**config.mk**
```make
export PLATFORM = sky130hd
export DESIGN_NAME = fetch_pc_unit
export DESIGN_NICKNAME = d
export VERILOG_FILES = /design/src/rtl/fetch_pc_unit.sv
export SDC_FILE = /design/constraint.sdc
export NUM_CORES = 1
export LEC_CHECK = 0
export ABC_AREA = 1
export BUFFER_PORTS_ARGS = -buffer_cell sky130_fd_sc_hd__buf_2
export CORE_MARGIN = 3
export CORE_UTILIZATION = 30
export CTS_BUF_LIST = sky130_fd_sc_hd__clkbuf_4 sky130_fd_sc_hd__clkbuf_8
export DETAILED_ROUTE_END_ITERATION = 10
export GPL_TIMING_DRIVEN = 0
export PLACE_DENSITY = 0.55
export SKIP_CTS_REPAIR_TIMING = 1
export SYNTH_ARGS = -nofsm -noshare
export SYNTH_HDL_FRONTEND = slang
export SYNTH_SLANG_ARGS = --single-unit
```
**constraint.sdc**
```tcl
create_clock -name clk -period 1.65 [get_ports clk]
set_input_delay 0.4125 -clock clk [delete_from_list [all_inputs] [get_ports clk]]
set_output_delay 0.4125 -clock clk [all_outputs]
set_load 0.005 [all_outputs]
```
**src/rtl/fetch_pc_unit.sv**
```systemverilog
// -----------------------------------------------------------------------------
// fetch_pc_unit
//
// Holds the architectural program counter and sequences one instruction at a
// time through fetch -> issue -> execute. The PC is presented to the branch
// control unit continuously. The PC only moves when execute commits an aligned
// PC_next, so the BCU input stays stable while a fetch and an issue are in
// progress. A misaligned commit parks the unit in a terminal fault state until
// the next reset.
//
// Ports
//   clk            system clock, rising-edge active
//   n_reset        asynchronous active-low reset
//   PC             current PC, to the BCU
//   PC_next        next PC from the BCU
//   pc_update      execute done; commit PC_next
//   imem_req       instruction memory request
//   imem_addr      fetch address (always the current PC)
//   imem_ack       memory response valid
//   imem_rdata     fetched instruction word
//   instr          instruction register, to decode
//   instr_PC       PC of the word held in instr
//   instr_valid    instr valid, to decode
//   instr_ready    decode accepts instr
//   misalign_fault sticky flag, set by a misaligned commit
//   instret        retired instruction count, wraps modulo 2^COUNT_W
// -----------------------------------------------------------------------------
module fetch_pc_unit #(
    parameter logic [31:0] RESET_VECTOR = 32'h0000_0000,  // must be word aligned
    parameter int          COUNT_W      = 32
) (
    input  logic               clk,
    input  logic               n_reset,
    output logic [31:0]        PC,
    input  logic [31:0]        PC_next,
    input  logic               pc_update,
    output logic               imem_req,
    output logic [31:0]        imem_addr,
    input  logic               imem_ack,
    input  logic [31:0]        imem_rdata,
    output logic [31:0]        instr,
    output logic [31:0]        instr_PC,
    output logic               instr_valid,
    input  logic               instr_ready,
    output logic               misalign_fault,
    output logic [COUNT_W-1:0] instret
);

    typedef enum logic [1:0] {
        S_FETCH     = 2'd0,
        S_ISSUE     = 2'd1,
        S_WAIT_EXEC = 2'd2,
        S_FAULT     = 2'd3
    } state_t;

    // Fetched word and the PC it was fetched from travel together.
    typedef struct packed {
        logic [31:0] word;
        logic [31:0] pc;
    } ibuf_t;

    state_t              state;
    ibuf_t               ibuf;
    logic [31:0]         pc_q;
    logic [COUNT_W-1:0]  ret_q;
    logic                req_q;
    logic                valid_q;
    logic                fault_q;

    logic                target_aligned;

    assign target_aligned = (PC_next[1:0] == 2'b00);

    // Handshake outputs are registered and written alongside the state
    // transition, so each one already reflects the state being entered.
    // imem_req resets low and rises on the first edge after reset release;
    // the state is FETCH throughout, so an ack in that first cycle is still
    // accepted.
    always_ff @(posedge clk or negedge n_reset) begin
        if (!n_reset) begin
            state   <= S_FETCH;
            pc_q    <= RESET_VECTOR;
            ibuf    <= '0;
            ret_q   <= '0;
            req_q   <= 1'b0;
            valid_q <= 1'b0;
            fault_q <= 1'b0;
        end else begin
            case (state)
                S_FETCH: begin
                    // pc_update is meaningless here; only the ack can act.
                    req_q   <= 1'b1;
                    valid_q <= 1'b0;
                    if (imem_ack) begin
                        ibuf.word <= imem_rdata;
                        ibuf.pc   <= pc_q;
                        req_q     <= 1'b0;
                        valid_q   <= 1'b1;
                        state     <= S_ISSUE;
                    end
                end

                S_ISSUE: begin
                    req_q   <= 1'b0;
                    valid_q <= 1'b1;
                    if (instr_ready) begin
                        valid_q <= 1'b0;
                        state   <= S_WAIT_EXEC;
                    end
                end

                S_WAIT_EXEC: begin
                    req_q   <= 1'b0;
                    valid_q <= 1'b0;
                    if (pc_update) begin
                        if (target_aligned) begin
                            pc_q  <= PC_next;
                            ret_q <= ret_q + 1'b1;
                            req_q <= 1'b1;
                            state <= S_FETCH;
                        end else begin
                            // PC and count stay put so the faulting commit
                            // can be inspected from the last good PC.
                            fault_q <= 1'b1;
                            state   <= S_FAULT;
                        end
                    end
                end

                S_FAULT: begin
                    // Terminal: only reset leaves this state.
                    req_q   <= 1'b0;
                    valid_q <= 1'b0;
                    fault_q <= 1'b1;
                end

                default: begin
                    req_q   <= 1'b0;
                    valid_q <= 1'b0;
                    state   <= S_FAULT;
                end
            endcase
        end
    end

    assign PC             = pc_q;
    assign imem_addr      = pc_q;   // driven in every state, never X
    assign imem_req       = req_q;
    assign instr          = ibuf.word;
    assign instr_PC       = ibuf.pc;
    assign instr_valid    = valid_q;
    assign misalign_fault = fault_q;
    assign instret        = ret_q;

endmodule

```
==> run_results.csv, run 1 <==
group,metric,value,unit
status,run_status,"finished, final reports clean",
worst_setup_path,critical_path_class,"reg2reg",
yosys,ys_top_cells_by_area,"sky130_fd_sc_hd__dfrtp_1 55%, sky130_fd_sc_hd__mux2_2 11%, sky130_fd_sc_hd__nand2_1 9.5%, sky130_fd_sc_hd__buf_4 4.3%, sky130_fd_sc_hd__inv_1 3.0%",
yosys,synth-warning-count,0,
worst_setup_path,worst_path_largest_cell_delay,0.42,ns
yosys,ys_types,29,
global_routing,grt.total_usage,14.30,%
floorplan,die_area,21970,µm²
timing,grt_setup_unrepaired,"yes",
worst_setup_path,critPathArrivalTime,1.88,ns
timing,slew_viol_final,0,
worst_setup_path,worst_path_cell_chain,"inv_1 > ha_2 > nand2_4 > buf_4 > mux2_2",
routing,detail_route.wl_per_cell,14.15,µm
power,power.density_cell_area,1519,nW/µm²
worst_setup_path,r2r_setup_slack,0.09,ns
timing,tightestPinTransition,0.6229,ns
yosys,ffs_latches_synth,133,
power,p_int,8.107,mW
cells_and_area,final_core_utilization,41.00,%
cells_and_area,layout.cells.most_common_list,"232 x sky130_fd_sc_hd__buf_2, 153 x sky130_fd_sc_hd__nand2_1, 133 x sky130_fd_sc_hd__dfrtp_1, 59 x sky130_fd_sc_hd__mux2_2, 48 x sky130_fd_sc_hd__inv_1",
cells_and_area,drive_gt1_share,48.58,%
cells_and_area,layout.cells.most_common,"sky130_fd_sc_hd__buf_2",
floorplan,die_h,148.2,µm
floorplan,dieWidth,148.2,µm
floorplan,initial_util,30.87,%
place,dp_hpwl,11810,µm
worst_hold_path,class_of_the_worst_hold_path,"in2reg",
timing,final.period_utilization,94.58,%
power,power_frac_comb,35.9,%
timing,setup-tns-final,0,ns
yosys,syn-instance-count,580,
clocking,cts_clk_pin_slew_worst_paths,0.09,ns
global_routing,grt_start_max_net_pins,71,
power,switching_share,33.75,%
routing,remaining_drcs,0,
routing,via_count,4707,
floorplan,core_region_area,19650,µm²
yosys,synth_fp_nets,655,
yosys,post_synth_instance_area,6067,µm²
clocking,numClockSinks,133,
worst_setup_path,timing.critical_path.fanout_max,10,
cells_and_area,area.growth.synth_to_final,32.81,%
power,power.share.clock,21.4,%
worst_setup_path,setup_crit_end_kind,"flip-flop",
global_routing,overflow,0,
clocking,htreeDepth,4,
yosys,synth.largest_area_cell,"sky130_fd_sc_hd__dfrtp_1",
cells_and_area,fillCellCount,2019,
timing,slew_headroom,58.47,%
timing,final_period_minus_worst_setup_slack,1.561,ns
worst_setup_path,worst_setup_path_start_kind,"flip-flop",
cells_and_area,num_antenna_cells,0,
timing,hold_violations,0,
yosys,post_synth.cell_area_avg,10.46,µm²
power,peakVddDrop,0.5280,mV
worst_setup_path,cp_slowest_cell,"sky130_fd_sc_hd__dfrtp_1",
routing,postRouteWirelength,15750,µm
yosys,synth.yosys.seq_area_share,54.86,%
clocking,clock_insertion_delay_worst_skew,0.44,ns
clocking,cts_root_buf,"sky130_fd_sc_hd__clkbuf_8",
place,io_buffers,231,
power,static-leakage-power,4.481,nW
worst_setup_path,critPathRequiredTime,1.97,ns
global_routing,number_of_global_route_vias_before_repair,4558,
floorplan,pin_count,232,
global_routing,grt_pass1_wl,24670,µm
routing,initialDrtViolationCount,156,
worst_setup_path,critical_path.top_delay_family,"flip-flops",
cells_and_area,final-seq-area,3328,µm²
cells_and_area,multi_input_comb_area,2263,µm²
timing,max_freq,0.6408,GHz
floorplan,rows,51,
worst_setup_path,cp_bufs_invs,2,
yosys,synth_top_area_share,54.86,%
clocking,cts_tree,"built",
routing,first_pass_iters,4,
routing,post_drt_via_cell_ratio,4.229,
timing,clock-skew-final,0.02096,ns
run,max_cap_violations,0,
clocking,cts_buffers,17,
power,power_frac_seq,42.7,%
timing,setup_viol,0,
power,total_switching_power,4.130,mW
routing,antenna_left,0,
cells_and_area,finish.net_count,910,
place,last_weighted_congestion_value_of_the_routability_driven_placer,0.7642,
clocking,clockBufferDepth,2,
global_routing,antenna_violations_before_repair,0,
## logic make-up (layout without fill, tap and decap cells)
logic type	count (synthesis)	count (layout)	share of synthesized area [%]
AO/OA/AOI/OAI	16	16	1.485
XOR/XNOR	17	17	2.454
adder cells (fa/ha/maj)	6	6	1.237
buffers and inverters	97	365	8.373
flip-flops	133	133	54.86
multiplexers	59	59	10.95
AND/OR/NAND/NOR	252	252	20.64
## worst paths after layout
kind	cells after the start	to	start
min	3	PC[22]	PC_next[22]
min in group asynchronous	2	PC[18]	n_reset
max reg2reg	5	instr_PC[5]	state[1]
max in group asynchronous	3	instr_PC[4]	n_reset
min reg2reg	2	instr_PC[28]	instr_PC[28]
max	5	instr_PC[5]	state[1]
## layout make-up
type | count | area share (%)
Multi-Input combinational cell | 350 | 28.09
Inverter | 51 | 2.376
Tap cell | 265 | 4.115
Sequential cell | 133 | 41.30
Buffer | 46 | 4.332
Timing Repair Buffer | 236 | 15.17
Clock inverter | 15 | 1.708
Clock buffer | 17 | 2.904
## state kept, by name (all words and copies together), names as in the netlist
| signal | cells |
|---|---|
| instr_valid | 1 |
| misalign_fault | 1 |
| instret | 32 |
| imem_req | 1 |
| instr | 32 |
| state | 2 |
| instr_PC | 32 |
| PC | 32 |
## per-layer routing
metal,part of all wire [%],track usage [%],vias to the layer above
met5,0,0,-
met4,0.98,4.157,0
met3,5.8,3.382,10
met2,49,24.14,140
met1,44,18.41,2226
li1,-,-,2331
## stage by stage
stage / total power, mW / hold WS (ns) / worst slack, ns / instance area, µm² / std cells
after detailed placement: 9.695 / 0.4605 / -0.2463 / 7589 / 1077
after CTS: 12.39 / -0.04355 / -0.2386 / 7960 / 1109
after global placement: 9.599 / 0.4634 / -1.852 / 7555 / 1076
after global routing: 13.18 / 0.1339 / 0.001486 / 8058 / 1113
after floorplan: 7.478 / 0.1169 / 0.1656 / 6067 / 580
final: 12.24 / 0.1669 / 0.08948 / 8058 / 1113
## power by group through the flow
stage / registers (mW) / clock network, mW / logic (mW)
2_1_floorplan: 5.32 / 0 / 2.15
3_3_place_gp: 5.26 / 0 / 4.34
3_5_place_dp: 5.30 / 0 / 4.39
4_1_cts: 5.24 / 2.75 / 4.40
5_1_grt: 5.41 / 2.88 / 4.89
6_report: 5.23 / 2.62 / 4.39
## Yosys cell counts, drive strengths merged
cell type  number
nand2         166
o21ai          10
ha              6
buf            45
clkbuf          1
o31ai           1
dfrtp         133
nor3            4
mux2           59
o21a            1
xnor2           8
a21oi           1
nand3          24
nor2           43
nand3b          3
o22ai           2
xor2            9
a21o            1
inv            51
nand4          12
## worst min-delay path: stages
cell and delay (ns):
sky130_fd_sc_hd__buf_2 0.08, sky130_fd_sc_hd__nand2_1 0.04, sky130_fd_sc_hd__nand2_1 0.04
(Power assumes the default switching activity.)
==> inputs of run 2 (changes only) <==
--- a/config.mk
+++ b/config.mk
@@ -12,8 +12,10 @@
 export CTS_BUF_LIST = sky130_fd_sc_hd__clkbuf_4 sky130_fd_sc_hd__clkbuf_8
 export DETAILED_ROUTE_END_ITERATION = 10
 export GPL_TIMING_DRIVEN = 0
-export PLACE_DENSITY = 0.55
+export HOLD_SLACK_MARGIN = 0.02
+export PLACE_DENSITY = 0.57
 export SKIP_CTS_REPAIR_TIMING = 1
 export SYNTH_ARGS = -nofsm -noshare
 export SYNTH_HDL_FRONTEND = slang
 export SYNTH_SLANG_ARGS = --single-unit
+export TNS_END_PERCENT = 5
==> constraint.sdc (replaced) <==
create_clock -name clk -period 1.3 [get_ports clk]
set_input_delay 0.325 -clock clk [delete_from_list [all_inputs] [get_ports clk]]
set_output_delay 0.325 -clock clk [all_outputs]
set_load 0.005 [all_outputs]
==> run 2 against run 1 <==
The run now ends with hold timing, setup timing left. Clock-buffer cell count increased by 1. Critical path depth rose by 4. Via count grew 0.96%. Sequential power is 27% higher. Die area is the same. Critical path type unchanged.
==> run_results.csv, run 2 (same netlist as run 1, synthesis figures left out) <==
group,metric,value,unit
clocking,cts_clk_pin_slew_worst_paths,0.09,ns
clocking,clockBufferDepth,2,
place,last_weighted_congestion_value_of_the_routability_driven_placer,0.7768,
clocking,cts_tree,"built",
timing,final.period_utilization,121.1,%
clocking,cts_root_buf,"sky130_fd_sc_hd__clkbuf_8",
place,dp.cells,1077,
floorplan,dieWidth,148.2,µm
status,failing_checks,"hold timing, setup timing",
timing,slew_headroom,58.36,%
cells_and_area,drive_gt1_share,51.06,%
routing,via_count,4752,
routing,first_pass_iters,4,
routing,detail_route.wl_per_cell,13.83,µm
place,dp_hpwl,11590,µm
worst_setup_path,critPathArrivalTime,1.91,ns
cells_and_area,layout.cells.most_common_list,"224 x sky130_fd_sc_hd__buf_2, 151 x sky130_fd_sc_hd__nand2_1, 121 x sky130_fd_sc_hd__dfrtp_1, 59 x sky130_fd_sc_hd__mux2_2, 47 x sky130_fd_sc_hd__inv_1",
global_routing,grt_pass1_wl,24590,µm
global_routing,antenna_violations_before_repair,1,
clocking,clock_insertion_delay_worst_skew,0.44,ns
floorplan,core_region_area,19650,µm²
timing,hold_violations,61,
timing,max_freq,0.6354,GHz
cells_and_area,design_area,8230,µm²
routing,postRouteWirelength,15380,µm
routing,antenna_left,0,
worst_setup_path,critPathRequiredTime,1.63,ns
power,power.density_cell_area,1940,nW/µm²
clocking,htreeDepth,4,
timing,clock-skew-final,0.01633,ns
floorplan,initial_util,30.87,%
timing,slew_viol_final,0,
clocking,cts_buffers,17,
timing,final_period_minus_worst_setup_slack,1.574,ns
worst_setup_path,timing.critical_path.fanout_max,7,
floorplan,die_area,21970,µm²
floorplan,rows,51,
global_routing,grt_start_max_net_pins,73,
floorplan,die_h,148.2,µm
worst_setup_path,critical_path_class,"reg2reg",
power,peakVddDrop,0.6420,mV
status,run_status,"finished, violations left",
global_routing,grt.total_usage,13.98,%
timing,timing.final.ws_setup,-0.2738,ns
power,static-leakage-power,4.500,nW
global_routing,overflow,0,
worst_setup_path,worst_setup_path_start_kind,"flip-flop",
worst_setup_path,setup_crit_end_kind,"flip-flop",
routing,post_drt_via_cell_ratio,4.273,
timing,fin_worst_hold_slack,-0.1236,ns
routing,initialDrtViolationCount,164,
cells_and_area,layoutNonFillerInstCount,1112,
clocking,numClockSinks,133,
worst_hold_path,class_of_the_worst_hold_path,"in2async",
cells_and_area,finish.net_count,908,
timing,tightestPinTransition,0.6247,ns
run,max_cap_violations,0,
cells_and_area,area.growth.synth_to_final,35.66,%
cells_and_area,layout.cells.most_common,"sky130_fd_sc_hd__buf_2",
global_routing,number_of_global_route_vias_before_repair,4609,
timing,setup_viol,213,
floorplan,pin_count,232,
place,pre_cts_slack,-0.3663,ns
timing,grt_setup_unrepaired,"yes",
routing,remaining_drcs,0,
place,io_buffers,231,
place,placedInstanceArea,7675,µm²
[run 2: worst paths after layout]
path	startpoint	slack [ns]	cells past startpoint	end
min in group clk	PC_next[20]	0.09	3	PC[20]
max in group asynchronous	n_reset	0.64	2	instr_PC[2]
min reg2reg	misalign_fault	0.48	2	misalign_fault
min	n_reset	-0.12	1	instr_PC[23]
max	state[0]	-0.27	9	instret[30]
max reg2reg	state[0]	-0.27	9	instret[30]
[run 2: through the flow]
step	util (%)	TNS, ns	total power, mW
detailed placement	39.05	-26.99	12.43
CTS	41.18	-37.80	16.21
floorplan	-	-3.919	9.626
global route	41.88	-43.98	17.18
finish	41.88	-26.06	15.97
global placement	38.88	-299.09	12.29
[run 2: worst max-delay path, cell delays in order (launching register included)]
cell and delay, ns:
sky130_fd_sc_hd__dfrtp_1 0.43, sky130_fd_sc_hd__inv_2 0.11, sky130_fd_sc_hd__ha_4 0.15, sky130_fd_sc_hd__nand2_4 0.07, sky130_fd_sc_hd__nor2_8 0.23, sky130_fd_sc_hd__nand3_4 0.13
sky130_fd_sc_hd__nor2_4 0.16, sky130_fd_sc_hd__nand3_1 0.10, sky130_fd_sc_hd__nand2_1 0.07, sky130_fd_sc_hd__nand2_1 0.05
[run 2: cell type report]
type | instances | area, µm²
diodes | 1 | 2.502
plain buffers | 46 | 384.1
clock buffers | 18 | 241.5
clock inverters | 14 | 177.7
fillers | 1962 | 11420
inverters | 51 | 191.4
multi-input cells | 350 | 2310
flip-flops and latches | 133 | 3343
well taps | 265 | 331.6
repair buffers | 234 | 1249
[run 2: report_power, final]
group          total, mW  leakage (nW)  switching [mW]  internal [mW]
combinational       5.63          2.64            2.35           3.28
clock               3.68         0.205            1.74           1.94
sequential          6.65          1.65           0.984           5.67
total               16.0          4.50            5.07           10.9
[run 2: layer usage]
metal / global-route usage, % / routed length [µm] / up-vias
met4: 4.342 / 229 / 0
met2: 23.59 / 7515 / 132
li1: - / - / 2331
met3: 3.534 / 830 / 14
met5: 0 / 0 / -
met1: 17.71 / 6805 / 2275
